File: config.mk
export PLATFORM = sky130hd
export DESIGN_NAME = ex_mem_skid
export DESIGN_NICKNAME = d
export VERILOG_FILES = /design/src/rtl/ex_mem_pkg.sv /design/src/rtl/pipe_slot.sv /design/src/rtl/ex_mem_skid.sv
export SDC_FILE = /design/constraint.sdc
export NUM_CORES = 1
export LEC_CHECK = 0
export ABC_AREA = 1
export CORE_MARGIN = 2
export CORE_UTILIZATION = 48
export CTS_BUF_LIST = sky130_fd_sc_hd__clkbuf_8
export DETAILED_ROUTE_END_ITERATION = 8
export PLACE_DENSITY = 0.79
export SLEW_MARGIN = 20
export SYNTH_ARGS = -nofsm -noshare
export SYNTH_HDL_FRONTEND = slang
export SYNTH_SLANG_ARGS = --single-unit
File: constraint.sdc
create_clock -name clk -period 1.4 [get_ports clk]
set_input_delay 0.14 -clock clk [delete_from_list [all_inputs] [get_ports clk]]
set_output_delay 0.14 -clock clk [all_outputs]
set_load 0.05 [all_outputs]
File: src/rtl/ex_mem_pkg.sv
// Shared constants and helpers for the EX/MEM skid-buffered pipeline register.
package ex_mem_pkg;

    localparam int DATA_W_DEFAULT = 32;
    localparam int REG_W_DEFAULT  = 5;
    localparam int WB_W_DEFAULT   = 2;
    localparam int CNT_W_DEFAULT  = 16;

    localparam int M_READ_BIT  = 1;
    localparam int M_WRITE_BIT = 0;

    // A read+write request is downgraded to a plain read.
    function automatic logic [1:0] mem_ctrl(input logic [1:0] m, input logic valid);
        return {valid & m[M_READ_BIT], valid & m[M_WRITE_BIT] & ~m[M_READ_BIT]};
    endfunction

endpackage

File: src/rtl/pipe_slot.sv
// One pipeline slot: a valid flag plus a payload register; clear wins over load.
module pipe_slot #(
    parameter int W = 8
) (
    input  logic         clk,
    input  logic         rst_n,
    input  logic         i_load,
    input  logic         i_clear,
    input  logic [W-1:0] i_data,
    output logic         o_valid,
    output logic [W-1:0] o_data
);

    logic         r_valid;
    logic [W-1:0] r_data;

    always_ff @(posedge clk or negedge rst_n) begin
        if (!rst_n) begin
            r_valid <= 1'b0;
            r_data  <= '0;
        end else begin
            if (i_clear) begin
                r_valid <= 1'b0;
            end else if (i_load) begin
                r_valid <= 1'b1;
                r_data  <= i_data;
            end
        end
    end

    assign o_valid = r_valid;
    assign o_data  = r_data;

endmodule

File: src/rtl/ex_mem_skid.sv
// EX/MEM pipeline register with a one-entry skid buffer so in_ready is a pure register output.
module ex_mem_skid
    import ex_mem_pkg::*;
#(
    parameter int DATA_W = DATA_W_DEFAULT,
    parameter int REG_W  = REG_W_DEFAULT,
    parameter int WB_W   = WB_W_DEFAULT,
    parameter int CNT_W  = CNT_W_DEFAULT
) (
    input  logic              clk,
    input  logic              rst_n,
    input  logic              in_valid,
    output logic              in_ready,
    input  logic              flush,
    input  logic [WB_W-1:0]   wb,
    input  logic [1:0]        m,
    input  logic [DATA_W-1:0] alu_in,
    input  logic [DATA_W-1:0] store_in,
    input  logic [REG_W-1:0]  rd_in,
    output logic              out_valid,
    input  logic              out_ready,
    output logic [WB_W-1:0]   wb_out,
    output logic              mem_read,
    output logic              mem_write,
    output logic [DATA_W-1:0] alu_out,
    output logic [DATA_W-1:0] store_out,
    output logic [REG_W-1:0]  rd_out,
    output logic              m_conflict,
    output logic [CNT_W-1:0]  stall_cnt
);

    localparam int PAY_W = WB_W + 2 + 2 * DATA_W + REG_W;
    localparam logic [CNT_W-1:0] CNT_ONE = {{(CNT_W-1){1'b0}}, 1'b1};

    logic             w_outValid, w_skidValid;
    logic             w_accept, w_consume;
    logic             w_outLoad, w_outClear, w_skidLoad, w_skidClear;
    logic [PAY_W-1:0] w_inPayload, w_skidData, w_outData, w_outNext;
    logic [WB_W-1:0]  w_outWb;
    logic [1:0]       w_outM, w_memCtrl;
    logic             r_mConflict;
    logic [CNT_W-1:0] r_stallCnt;

    assign in_ready    = ~w_skidValid;
    assign w_accept    = in_valid & in_ready & ~flush;
    assign w_consume   = w_outValid & out_ready;
    assign w_inPayload = {wb, m, alu_in, store_in, rd_in};

    // The skid entry is always older than any new input, so it refills the output slot first.
    assign w_outLoad   = ~flush & ((w_skidValid & w_consume) |
                                   (w_accept & (~w_outValid | w_consume)));
    assign w_outClear  = flush | (w_consume & ~w_outLoad);
    assign w_outNext   = w_skidValid ? w_skidData : w_inPayload;
    assign w_skidLoad  = w_accept & w_outValid & ~w_consume;
    assign w_skidClear = flush | (w_skidValid & w_consume);

    pipe_slot #(.W(PAY_W)) u_outSlot (
        .clk     (clk),
        .rst_n   (rst_n),
        .i_load  (w_outLoad),
        .i_clear (w_outClear),
        .i_data  (w_outNext),
        .o_valid (w_outValid),
        .o_data  (w_outData)
    );

    pipe_slot #(.W(PAY_W)) u_skidSlot (
        .clk     (clk),
        .rst_n   (rst_n),
        .i_load  (w_skidLoad),
        .i_clear (w_skidClear),
        .i_data  (w_inPayload),
        .o_valid (w_skidValid),
        .o_data  (w_skidData)
    );

    always_ff @(posedge clk or negedge rst_n) begin
        if (!rst_n) begin
            r_mConflict <= 1'b0;
            r_stallCnt  <= '0;
        end else begin
            if (w_accept && m == 2'b11) begin
                r_mConflict <= 1'b1;
            end
            if (w_outValid && !out_ready && r_stallCnt != '1) begin
                r_stallCnt <= r_stallCnt + CNT_ONE;
            end
        end
    end

    assign {w_outWb, w_outM, alu_out, store_out, rd_out} = w_outData;
    assign w_memCtrl  = mem_ctrl(w_outM, w_outValid);
    assign mem_read   = w_memCtrl[1];
    assign mem_write  = w_memCtrl[0];
    assign wb_out     = w_outValid ? w_outWb : '0;
    assign out_valid  = w_outValid;
    assign m_conflict = r_mConflict;
    assign stall_cnt  = r_stallCnt;

endmodule
==> impl_metrics.toml, run 1 <==
[cells_and_area]
nets = 1141
fin_util_pct = 69.5
area_growth_pct = 41.4
layout-drive-gt1-share_pct = 39.4
finalInstanceArea_um2 = 11600

[floorplanning]
die_h_um = 135
design.core.area_um2 = 16600
die_area_um2 = 18100
initial_utilization_pct = 49.2
io_pins = 170
dieWidth_um = 135
rows = 47

[grt]
overflow = 0
grt_pass1_vias = 6187
grt_max_degree = 48
grt_pass1_wl_mm = 31.2
antenna_found_initial = 1
gr-usage-all-layers_pct = 21.7

[routing]
drc_errors = 0
avgViaCountPerCell = 5.02
wire_per_inst_um = 15.8
ant_nets = 0
num_vias = 6495
drtIter0Drc = 313
routed_wl_mm = 20.5
firstDrtPassIters = 5

[sta]
fin_tns_setup_ps = -2450
rsz0062_at_grt = "yes"
finalMaxSlewViolations = 0
finalCritPeriodShare_pct = 105
whs_ps = 181
layout_setup_ws_ps = -68.4
fmax_mhz = 681
finalSetupViolCount = 111
maxSlewHeadroom_pct = 65.2
period_needed_ps = 1470
tightest_slew_ps = 521
fin_skew_ps = 10.3
final_hold_viol_count = 0

[cts]
cts-root-buf = "clkbuf_8"
clk_latency_ps = 450
clk_pin_slew_ps = 90
cts_buffer_depth = 2
numCtsBuffers = 17
cts_tree = "done"
cts_htree_levels = 4
cts.sinks = 165

[placed_design]
port_buffers = 169
dpl_cell_area_um2 = 10000
dpl.hpwl_mm = 12.2
place.gp.congestion = 0.784

[synth]
syn-cell-area_um2 = 8180
synth_nets = 996
ys_ff_latch = 165
ys_seq_area_share_pct = 50.5
synth_cells = 917
synth_cell_types = 21
syn_avg_cell_area_um2 = 8.92
ys_warn_count = 0

[power]
irDropWorstVdd_mv = 1.11
power.leakage_uw = 0.00562
pwr_density_cell_nw_per_um2 = 1420

[critical_path]
crit_required_ps = 1740
r2r-end = "stall_cnt[14]$_DFFE_PN0P_"
r2r_slack_ps = -70
endpoint_kind = "flip-flop"
crit_path_start_kind = "flip-flop"
arrival_ps = 1800
startpoint = "u_outSlot.o_valid$_DFFE_PN0P_"
crit_fanout = 8
reg2regPathDepth = 9
reg2reg_from = "u_outSlot.o_valid$_DFFE_PN0P_"
endpoint = "stall_cnt[14]$_DFFE_PN0P_"
critPathKind = "reg2reg"

[run_status]
violations = "negative setup slack"
status = "complete, but fails checks"

[job]
drv_cap = 0

[hold_path]
hold_path_class = "in2async"
==> per-stage QoR <==
| step | instances | setup slack (ps) | power, µW |
|---|---|---|---|
| 6_report | 1295 | -68.4 | 16500 |
| 5_1_grt | 1294 | -124 | 17300 |
| 4_1_cts | 1274 | -29.0 | 16100 |
| 3_5_place_dp | 1229 | -212 | 12100 |
| 3_3_place_gp | 1229 | -197 | 11900 |
| 2_1_floorplan | 917 | -123 | 10300 |
==> state kept, by name (all words and copies together), names as in the netlist <==
signal and flops:
stall_cnt 16, u_skidSlot.o_data 73, m_conflict 1, u_outSlot.o_data 73, u_skidSlot.o_valid 1, u_outSlot.o_valid 1
==> report_power, final <==
part / leakage (µW) / total (µW) / switching (µW) / internal, µW
Sequential: 0.00209 / 6560 / 757 / 5800
Combinational: 0.00331 / 6020 / 3530 / 2490
Clock: 0.000221 / 3880 / 1740 / 2140
==> critical path, stage by stage (launching register included) <==
cell	delay (ps)
dfrtp_2	400
buf_6	110
inv_4	40
nor2_4	170
buf_12	170
o21ai_4	80
buf_6	130
buf_12	130
nand3_1	80
nand2_1	50
==> layer usage <==
layer / vias up / wire length [µm] / GRT usage [%]
met4: 0 / 252 / 5.73
met5: - / 0 / 0
met1: 3159 / 8810 / 27.7
met2: 153 / 10500 / 37.2
li1: 3161 / - / -
met3: 22 / 1010 / 5.14
==> repair_timing <==
item                                    4_1_cts  5_1_grt
buffers inserted                              7        8
endpoints found under the setup margin       49      170
resized for setup                            46      157
hold endpoints to repair                    165        0
cloned                                        6       13
hold buffers                                  1        0
pin swaps                                     4       12
==> Yosys cell counts, drive strengths merged <==
master | n | area, µm²
nand4 | 2 | 12.5
buf | 114 | 866
o21ai | 175 | 1150
inv | 66 | 248
mux2i | 27 | 270
dfrtp | 165 | 4130
xor2 | 8 | 70.1
nand2 | 281 | 1050
nand3b | 1 | 7.51
nor2 | 23 | 93.8
a31o | 1 | 8.76
nand3 | 44 | 220
ha | 1 | 12.5
a21oi | 1 | 5.00
clkbuf | 8 | 30.0
==> final cells by class <==
cell class,count,area (µm²)
repair buffers,246,3000
inverters,66,263
fillers,1237,5080
clock inverters,10,169
clock buffers,21,289
flip-flops and latches,165,4140
multi-input cells,566,3430
diodes,1,2.50
well taps,220,275
==> cell usage in the layout (no fill, tap or decap), types with 9 or more instances in the layout <==
| cell type | synthesis | routed |
|---|---|---|
| buf_12 | 0 | 51 |
| buf_4 | 73 | 94 |
| buf_6 | 18 | 9 |
| clkbuf_8 | 0 | 21 |
| clkdlybuf4s50_1 | 0 | 76 |
| dfrtp_1 | 165 | 155 |
| dfrtp_2 | 0 | 10 |
| inv_1 | 63 | 60 |
| mux2i_1 | 27 | 27 |
| nand2_1 | 281 | 183 |
| nand2_2 | 0 | 84 |
| nand2_4 | 0 | 14 |
| nand3_1 | 44 | 36 |
| nor2_1 | 22 | 15 |
| o21ai_0 | 85 | 54 |
| o21ai_1 | 16 | 32 |
| o21ai_2 | 74 | 87 |
==> cell families (layout without fill, tap and decap cells) <==
kind of cell | Yosys count | in the layout | share of synthesized area, %
AOI/OAI and AO/OA | 177 | 177 | 14.3
xor gates and xnor gates | 8 | 8 | 0.856
other | 0 | 1 | 0
DFF | 165 | 165 | 50.5
muxes | 27 | 27 | 3.30
adders and majority gates | 1 | 1 | 0.153
and+or+nand+nor | 351 | 353 | 17.0
buffers and inverters | 188 | 343 | 14.0
==> worst min path at each step <==
stage	startpoint	endpoint	slack, ps
final	rst_n	u_skidSlot.o_data[16]$_DFFE_PN0P_	180
after global routing	rst_n	u_outSlot.o_data[13]$_DFFE_PN0P_	180
after CTS	rst_n	u_outSlot.o_data[13]$_DFFE_PN0P_	160
after detailed placement	rst_n	u_outSlot.o_data[15]$_DFFE_PN0P_	80
after global placement	rst_n	u_outSlot.o_data[13]$_DFFE_PN0P_	80
after floorplan	rst_n	m_conflict$_DFFE_PN0P_	-160
No activity file was read; power rests on OpenSTA's default activity.
==> inputs of run 2 (changes only) <==
--- a/config.mk
+++ b/config.mk
@@ -7,10 +7,10 @@
 export LEC_CHECK = 0
 export ABC_AREA = 1
 export CORE_MARGIN = 2
-export CORE_UTILIZATION = 48
+export CORE_UTILIZATION = 53
 export CTS_BUF_LIST = sky130_fd_sc_hd__clkbuf_8
 export DETAILED_ROUTE_END_ITERATION = 8
-export PLACE_DENSITY = 0.79
+export PLACE_DENSITY = 0.82
 export SLEW_MARGIN = 20
 export SYNTH_ARGS = -nofsm -noshare
 export SYNTH_HDL_FRONTEND = slang
==> constraint.sdc (replaced) <==
create_clock -name clk -period 1.5 [get_ports clk]
set_input_delay 0.15 -clock clk [delete_from_list [all_inputs] [get_ports clk]]
set_output_delay 0.15 -clock clk [all_outputs]
set_load 0.05 [all_outputs]
==> run 2 against run 1 <==
The flow now finishes without violations. Core utilization shrank 2.5 points. Power shrank 14%. Clock-buffer cell count is 1 lower. Design area shrank 12%. Register-to-register slack improved by 150 ps. Clock power fell by 7.5%. Largest power group unchanged. Highest routed layer unchanged. Sequential power down 8.1%. First-iteration DRC count grew 4.2%. Critical endpoint is now in_ready.
==> impl_metrics.toml, run 2 (synthesized netlist as in run 1, its figures left out) <==
[hold_path]
hold_path_class = "in2async"

[cells_and_area]
nFillCells = 1194
regArea_um2 = 4140
area_growth_pct = 23.9
diodes = 0
multiInputGateArea_um2 = 2960
nets = 1102
mostFrequentLayoutCell = "nand2_1"
layout-drive-gt1-share_pct = 25.4
layout.cells.non_filler = 1224
layout_common_cells = "nand2_1 (277), dfrtp_1 (154), buf_4 (107)"

[cts]
clk_latency_ps = 450
clk_pin_slew_ps = 80
cts-root-buf = "clkbuf_8"
cts.sinks = 165
cts_htree_levels = 4
numCtsBuffers = 17
cts_buffer_depth = 2
cts_tree = "done"

[sta]
rsz0062_at_grt = "yes"
fmax_mhz = 701
fin_skew_ps = 10.4
fin_tns_setup_ps = 0
finalMaxSlewViolations = 0
period_needed_ps = 1430
tightest_slew_ps = 502
final_hold_viol_count = 0
finalCritPeriodShare_pct = 95.1
maxSlewHeadroom_pct = 66.5
finalSetupViolCount = 0

[placed_design]
placed_cells = 1184
place.gp.congestion = 0.804
dpl.hpwl_mm = 11.6
port_buffers = 169

[routing]
avgViaCountPerCell = 5.04
wire_per_inst_um = 14.6
drtIter0Drc = 326
num_vias = 6169
routed_wl_mm = 17.8
ant_nets = 0
firstDrtPassIters = 5
drc_errors = 0

[floorplanning]
io_pins = 170
die_area_um2 = 16400
die_h_um = 128
rows = 45
dieWidth_um = 128
design.core.area_um2 = 15100
initial_utilization_pct = 54.0

[grt]
overflow = 0
grt_pass1_wl_mm = 28.3
antenna_found_initial = 0
grt_pass1_vias = 5735
gr-usage-all-layers_pct = 21.7
grt_max_degree = 45

[critical_path]
max_stage_delay_ps = 410
path_cells = "inv_4 > buf_12 > buf_12"
r2r_slack_ps = 80
r2r-end = "u_outSlot.o_data[45]$_DFFE_PN0P_"
slowest_stage = "dfrtp_1"
reg2reg_from = "u_outSlot.o_valid$_DFFE_PN0P_"
crit_fanout = 12
endpoint_kind = "primary output"
arrival_ps = 1280
crit_required_ps = 1350
critPathKind = "reg2out"
cpMostUsedCell = "buf_12"
reg2regPathDepth = 7
crit_path_start_kind = "flip-flop"

[job]
drv_cap = 0

[run_status]
status = "completed"

[power]
power.leakage_uw = 0.00508
pwr_density_cell_nw_per_um2 = 1400
irDropWorstVdd_mv = 1.38
-- run 2: changes by cell type in the layout (fill, tap and decap cells not counted), moves of 12 or more --
cell     delta
nand2_1    +94
nand2_2    -82
buf_12     -31
o21ai_0    +31
o21ai_1    -16
buf_4      +13
o21ai_2    -13
nand2_4    -12
-- run 2: timing repair --
item                       CTS  global route
pin swaps                    0             2
hold buffers                 1             0
buffers inserted             0             4
resized for setup            4             5
gates cloned                 2             2
setup endpoints to repair    4           105
hold endpoints to repair   128             0
-- run 2: worst max-delay path, delay by kind of cell (launching register included) --
family                 cells  cell delay (ps)
DFF                        1              410
buffers and inverters      3              410
-- run 2: area by class of cell --
| class | instances | share of cell area, % |
|---|---|---|
| sequential | 165 | 40.9 |
| multi-input combinational | 564 | 29.2 |
| timing repair buffer | 209 | 20.7 |
| clock buffer | 20 | 2.71 |
| inverter | 66 | 2.47 |
| tap | 188 | 2.32 |
| clock inverter | 12 | 1.74 |
-- run 2: per-stage QoR --
step           cell area (µm²)  utilization (%)  total power (µW)  setup WS (ps)  hold slack, ps
2_1_floorplan             8230                -              9640          -32.5            -146
3_3_place_gp              9510             62.8             10500          -62.9             106
3_5_place_dp              9510             62.8             10700           -111             104
4_1_cts                  10000             66.3             14300          -5.80             175
5_1_grt                  10100             66.9             14900          -30.2             196
6_report                 10100             66.9             14200           73.8             179
-- run 2: worst max-delay path by stage --
stage                                             endpoint                            from  slack [ps]  cells after the start
after floorplan                   stall_cnt[8]$_DFFE_PN0P_        stall_cnt[1]$_DFFE_PN0P_         -30                      9
after global placement     u_outSlot.o_data[2]$_DFFE_PN0P_                       out_ready         -60                      7
after detailed placement  u_outSlot.o_data[33]$_DFFE_PN0P_                       out_ready        -110                      7
after CTS                                         in_ready  u_skidSlot.o_valid$_DFFE_PN0P_          -6                      3
after global routing              stall_cnt[2]$_DFFE_PN0P_       stall_cnt[10]$_DFFE_PN0P_         -30                      8
final                                             in_ready  u_skidSlot.o_valid$_DFFE_PN0P_          70                      3
-- run 2: routing by layer --
metal | part of all wire [%] | wire [µm] | vias to the layer above | global-route usage, %
met3 | 5.1 | 914 | 23 | 4.92
met4 | 1.8 | 315 | 0 | 7.63
met5 | 0 | 0 | - | 0
li1 | - | - | 3062 | -
met1 | 44 | 7770 | 2908 | 28.7
met2 | 49 | 8820 | 176 | 35.3
-- run 2: power breakdown --
group          switching (µW)  total (µW)  internal [µW]  leakage (µW)
Clock                    1650        3590           1950      0.000219
Sequential                619        6030           5410       0.00209
Combinational            2990        4590           1600       0.00278
